$ cat src/rtl/lcd1602_writer.sv
// UART RX FIFO consumer driving an HD44780/LCD1602 in 8-bit write-only mode.
// Optional LCD_FILTER_EN: drop non-printable bytes other than LF/FF/CR.
`timescale 1ns/1ps
module lcd1602_writer #(
  parameter int T_POWERUP = 1000000,
  parameter int T_SU      = 2,
  parameter int T_EN      = 25,
  parameter int T_EXEC    = 2500,
  parameter int T_CLEAR   = 100000,
  parameter int CNT_BITS  = 20
) (
  input  logic       clk_50MHz,
  input  logic       reset,
  input  logic       fifo_empty,
  input  logic [7:0] fifo_data,
  output logic       fifo_rd_en,
  output logic       rs,
  output logic       rw,
  output logic       enable,
  output logic [7:0] data_lcd,
  output logic       init_done,
  output logic       busy
);
  typedef enum logic [2:0] {PWR_WAIT, INIT, IDLE, CAPTURE, DECODE, SETUP, EN_HI, EXEC} state_t;

  localparam logic [CNT_BITS-1:0] C_PWR = CNT_BITS'(T_POWERUP - 1);
  localparam logic [CNT_BITS-1:0] C_SU  = CNT_BITS'(T_SU - 1);
  localparam logic [CNT_BITS-1:0] C_EN  = CNT_BITS'(T_EN - 1);
  localparam logic [CNT_BITS-1:0] C_EX  = CNT_BITS'(T_EXEC - 1);
  localparam logic [CNT_BITS-1:0] C_CLR = CNT_BITS'(T_CLEAR - 1);
  localparam logic [CNT_BITS-1:0] ONE   = CNT_BITS'(1);

  state_t              state, state_n;
  logic [CNT_BITS-1:0] cnt, cnt_n, exec_last;
  logic [1:0]          idx, idx_n;
  logic [7:0]          chr, chr_n, dat_n;
  logic [4:0]          col, col_n, pcol, pcol_n;
  logic                line, line_n, pline, pline_n, wrap, wrap_n;
  logic                rs_n, en_n, rd_n, done_n, drop;

  assign rw = 1'b0;
  assign exec_last = (!rs && data_lcd == 8'h01) ? C_CLR : C_EX;

`ifdef LCD_FILTER_EN
  assign drop = !(chr inside {8'h0A, 8'h0C, 8'h0D}) && (chr < 8'h20 || chr > 8'h7E);
`else
  assign drop = 1'b0;
`endif

  function automatic logic [7:0] init_cmd(input logic [1:0] i);
    case (i)
      2'd0:    return 8'h38;
      2'd1:    return 8'h0C;
      2'd2:    return 8'h01;
      default: return 8'h06;
    endcase
  endfunction

  always_comb begin
    state_n = state; cnt_n = cnt; idx_n = idx; chr_n = chr;
    col_n = col; line_n = line; pcol_n = pcol; pline_n = pline; wrap_n = wrap;
    rs_n = rs; dat_n = data_lcd; en_n = enable; rd_n = 1'b0; done_n = init_done;
    case (state)
      PWR_WAIT: if (cnt == C_PWR) begin state_n = INIT; cnt_n = '0; idx_n = 2'd0; end
                else cnt_n = cnt + ONE;
      INIT: begin
        rs_n = 1'b0; dat_n = init_cmd(idx); cnt_n = '0; wrap_n = 1'b0;
        pcol_n = col; pline_n = line; state_n = SETUP;
      end
      IDLE: if (!fifo_empty) begin rd_n = 1'b1; cnt_n = '0; state_n = CAPTURE; end
      // rd_en is registered, so the pop lands at the end of the first CAPTURE
      // cycle and the byte is only valid on the second.
      CAPTURE: if (cnt == '0) cnt_n = ONE;
               else begin chr_n = fifo_data; state_n = DECODE; end
      DECODE: begin
        cnt_n = '0; wrap_n = 1'b0; state_n = SETUP; rs_n = 1'b0; pcol_n = 5'd0;
        if (drop) state_n = IDLE;
        else case (chr)
          8'h0D: begin dat_n = {1'b1, line, 6'b0};  pline_n = line;  end
          8'h0A: begin dat_n = {1'b1, ~line, 6'b0}; pline_n = ~line; end
          8'h0C: begin dat_n = 8'h01;               pline_n = 1'b0;  end
          default:
            if (col == 5'd16) begin
              dat_n = {1'b1, ~line, 6'b0}; pline_n = ~line; wrap_n = 1'b1;
            end else begin
              rs_n = 1'b1; dat_n = chr; pcol_n = col + 5'd1; pline_n = line;
            end
        endcase
      end
      SETUP: if (cnt == C_SU) begin en_n = 1'b1; cnt_n = '0; state_n = EN_HI; end
             else cnt_n = cnt + ONE;
      EN_HI: if (cnt == C_EN) begin en_n = 1'b0; cnt_n = '0; state_n = EXEC; end
             else cnt_n = cnt + ONE;
      EXEC:
        if (cnt == exec_last) begin
          cnt_n = '0; col_n = pcol; line_n = pline;
          if (wrap) begin
            // cursor already moved to the new line; now the deferred char
            wrap_n = 1'b0; rs_n = 1'b1; dat_n = chr; pcol_n = 5'd1; state_n = SETUP;
          end else if (!init_done) begin
            if (idx == 2'd3) begin done_n = 1'b1; state_n = IDLE; end
            else begin idx_n = idx + 2'd1; state_n = INIT; end
          end else state_n = IDLE;
        end else cnt_n = cnt + ONE;
      default: state_n = PWR_WAIT;
    endcase
  end

  always_ff @(posedge clk_50MHz or negedge reset) begin
    if (!reset) begin
      state <= PWR_WAIT; cnt <= '0; idx <= 2'd0; chr <= 8'h00;
      col <= 5'd0; line <= 1'b0; pcol <= 5'd0; pline <= 1'b0; wrap <= 1'b0;
      rs <= 1'b0; data_lcd <= 8'h00; enable <= 1'b0; fifo_rd_en <= 1'b0;
      init_done <= 1'b0; busy <= 1'b1;
    end else begin
      state <= state_n; cnt <= cnt_n; idx <= idx_n; chr <= chr_n;
      col <= col_n; line <= line_n; pcol <= pcol_n; pline <= pline_n; wrap <= wrap_n;
      rs <= rs_n; data_lcd <= dat_n; enable <= en_n; fifo_rd_en <= rd_n;
      init_done <= done_n; busy <= (state_n != IDLE);
    end
  end
endmodule

$ cat config.mk
export PLATFORM = sky130hd
export DESIGN_NAME = lcd1602_writer
export DESIGN_NICKNAME = d
export VERILOG_FILES = /design/src/rtl/lcd1602_writer.sv
export SDC_FILE = /design/constraint.sdc
export NUM_CORES = 1
export LEC_CHECK = 0
export BUFFER_PORTS_ARGS = -buffer_cell sky130_fd_sc_hd__buf_2
export CAP_MARGIN = 5
export CORE_ASPECT_RATIO = 0.6
export CORE_UTILIZATION = 25
export CTS_CLUSTER_DIAMETER = 120
export DETAILED_ROUTE_END_ITERATION = 6
export PLACE_DENSITY = 0.37
export SLEW_MARGIN = 40
export SYNTH_ARGS = -nofsm -noshare
export SYNTH_HDL_FRONTEND = slang
export SYNTH_SLANG_ARGS = --single-unit
$ cat constraint.sdc
create_clock -name clk_50MHz -period 2.7 [get_ports clk_50MHz]
set_input_delay 0.27 -clock clk_50MHz [delete_from_list [all_inputs] [get_ports clk_50MHz]]
set_output_delay 0.27 -clock clk_50MHz [all_outputs]
set_load 0.05 [all_outputs]
==> impl_metrics.tcl <==
set metrics [dict create \
    ys_types 65 \
    routedWlPerCell_um 17.0 \
    h-tree-depth 3 \
    synth_nets 405 \
    power_density_nw_per_um2 480 \
    grt_pass1_wl_um 16500 \
    holdPathEnd "chr[1]" \
    hold_violations 0 \
    ant_nets 0 \
    viasPerCell 5.02 \
    fin_nets 445 \
    synth_warnings 0 \
    hp-class "input port to register" \
    met2_usage 0.170 \
    grt_pass1_vias 2809 \
    dp_hpwl_um 7590 \
    crit_start "cnt[5]" \
    yosys.area.top_type "dfrtp_1" \
    rrSetupSlack_ns 0.18 \
    cp-end-kind "register" \
    die_area_sq_um 14400 \
    max_freq_ghz 0.396 \
    synth_top_cell_area_share 0.418 \
    top_usage_layer "met1" \
    synth-edff-count 0 \
    cts_root_buf "clkbuf_16" \
    gp_congestion 0.803 \
    p_leak_nw 1.85 \
    outcome "completed" \
    use_met1 0.262 \
    synth_area_sq_um 3470 \
    numPlacedInstances 583 \
    clk_pin_slew_ns 0.06 \
    peakVddDrop_mv 0.245 \
    whs_ns 0.167 \
    setup_tns_ns 0 \
    dr_total_vias 3010 \
    initial_core_util 0.263 \
    die_w_um 154 \
    core_area_sq_um 13200 \
    ys_ff_latch 59 \
    grt_overflow_total 0 \
    seq_area_frac_synth 0.426 \
    start_kind "register" \
    rsz0062_at_grt "no" \
    finClkSkew_ns 0.00655 \
    drive_above_1_share 0.226 \
    rows 32 \
    io_buffers 23 \
    synth_flop_cell "dfrtp_1" \
    tightestPinTransition_ns 0.795 \
    cts_sinks 59 \
    die_y_um 93.3 \
    synthToLayoutAreaGrowth_pct 21.0 \
    rr_endpoint "cnt[17]" \
    required_ns 2.92 \
    grt_max_degree 45 \
    drv_slew 0 \
    drtIter0Drc 237 \
    n_antenna_cell 0 \
    postCtsSetupBuffers 0 \
    ys_async_sr_fraction 1.00 \
    cts_buffer_depth 2 \
    setup_viol 0 \
    r2r_cells 8 \
    antenna_found_initial 0 \
    track_usage 0.154 \
    period_needed_ns 2.52 \
    remaining_drc_errors 0 \
    drt_wl_total_um 10200 \
    finalNonFillerCells 600 \
    use_met3 0.0422 \
    critPathKind "register to register" \
    synthCells 385 \
    maxCapViolCount 0 \
    dr.pass1.iters 4 \
    r2r_start "cnt[5]" \
    hold_depth 2 \
    cts_buffers 9 \
    ios 25 \
    cts_tree "done" \
    synthTopCellsByArea "dfrtp_1 (42%), o21ai_0 (5.0%), nand2_1 (4.7%), mux2_2 (3.9%), nand3_1 (3.6%)" \
    hp-start "fifo_data[1]" \
    path_max_fanout 8 \
    period_share 0.934 \
    arrival_ns 2.74 \
    clock_latency_ns 0.33 \
    syn_avg_cell_area_sq_um 9.02 \
    max_slew_margin 0.470 \
]
layout by cell type (no fill, tap or decap), drive strengths merged, types with 7 or more instances in the layout:
cell | Yosys | layout
a21o | 7 | 7
a21oi | 18 | 18
and3 | 10 | 10
buf | 9 | 48
clkbuf | 11 | 11
dfrtp | 58 | 58
ha | 9 | 9
inv | 16 | 16
mux2 | 12 | 12
nand2 | 43 | 43
nand3 | 25 | 25
nand4 | 7 | 7
nor2 | 27 | 27
nor3 | 13 | 13
nor4 | 10 | 10
o21ai | 39 | 39
or3 | 8 | 8
report_power, final:
| group | leakage, nW | switching, mW | internal (mW) | total, mW |
|---|---|---|---|---|
| clock | 0.131 | 0.429 | 0.641 | 1.07 |
| sequential | 0.757 | 0.00884 | 0.891 | 0.900 |
| combinational | 0.965 | 0.0296 | 0.0176 | 0.0472 |
layout make-up:
cell class              instances  area (sq um)
flip-flops and latches         59          1480
repair buffers                 49           325
multi-input cells             290          1850
clock buffers                  11           243
clock inverters                 5          30.0
fillers                      1395          8970
inverters                      16          60.1
well taps                     170           213
worst max-delay path, cell delays in order, from the launching register on:
cell and delay (ns):
dfrtp_1 0.47, nor4_2 0.38, nand4_2 0.30, o31ai_4 0.34, o211ai_2 0.19, o21ai_4 0.31, buf_4 0.20, nor3_1 0.05
a21o_1 0.16
cell usage after synthesis (5+ instances only):
cell type  instances
a21o_1             7
a21oi_1           17
a31oi_1            5
and3_1             8
buf_2              5
clkbuf_1          11
dfrtp_1           58
ha_1               9
inv_1             16
mux2_2            12
nand2_1           43
nand3_1           25
nand4_1            6
nor2_1            27
nor3_1            12
nor3b_1            5
nor4_1             6
o21ai_0           35
or3_1              5
metal layers:
metal  vias up  part of all wire
met5         -                 0
met4         0            0.0063
met3         5             0.050
met2        58              0.34
met1      1469              0.61
li1       1478                 -
cell families after synthesis:
| group | count (synthesis) | synth area share |
|---|---|---|
| flip-flops | 59 | 0.426 |
| other | 1 | 0.00108 |
| AO/OA/AOI/OAI | 96 | 0.176 |
| buffers and inverters | 36 | 0.0483 |
| AND/OR/NAND/NOR | 165 | 0.260 |
| adder cells (fa/ha/maj) | 9 | 0.0324 |
| multiplexers | 14 | 0.0447 |
| XOR/XNOR | 5 | 0.0126 |
sequential cells by signal, indices dropped and copies added, names as in the netlist:
name        cells
cnt            20
chr             8
data_lcd        8
col             5
pcol            5
state           3
idx             2
busy            1
enable          1
fifo_rd_en      1
init_done       1
line            1
pline           1
rs              1
wrap            1
worst max path at each step:
| stage | endpoint | slack, ns | depth (start not counted) |
|---|---|---|---|
| final | cnt[17] | 0.18 | 8 |
| after global routing | cnt[12] | 0.003 | 7 |
| after CTS | cnt[17] | 0.11 | 8 |
| after detailed placement | cnt[17] | 0.13 | 8 |
| after global placement | cnt[17] | 0.14 | 8 |
| after floorplan | cnt[18] | 0.55 | 8 |
metrics by stage:
stage | utilization | power (mW) | setup slack (ns) | instance area, sq um
2_1_floorplan | - | 0.927 | 0.551 | 3470
3_3_place_gp | 0.295 | 0.963 | 0.141 | 3890
3_5_place_dp | 0.295 | 0.964 | 0.129 | 3890
4_1_cts | 0.317 | 2.05 | 0.112 | 4170
5_1_grt | 0.319 | 2.09 | 0.00342 | 4200
6_report | 0.319 | 2.02 | 0.177 | 4200
timing repair:
action / in CTS / in global routing
endpoints found under the hold margin: 15 / 0
hold buffers: 1 / 0
endpoints found under the setup margin: 0 / 6
resized for setup: 0 / 4
No activity file was read; power rests on OpenSTA's default activity.
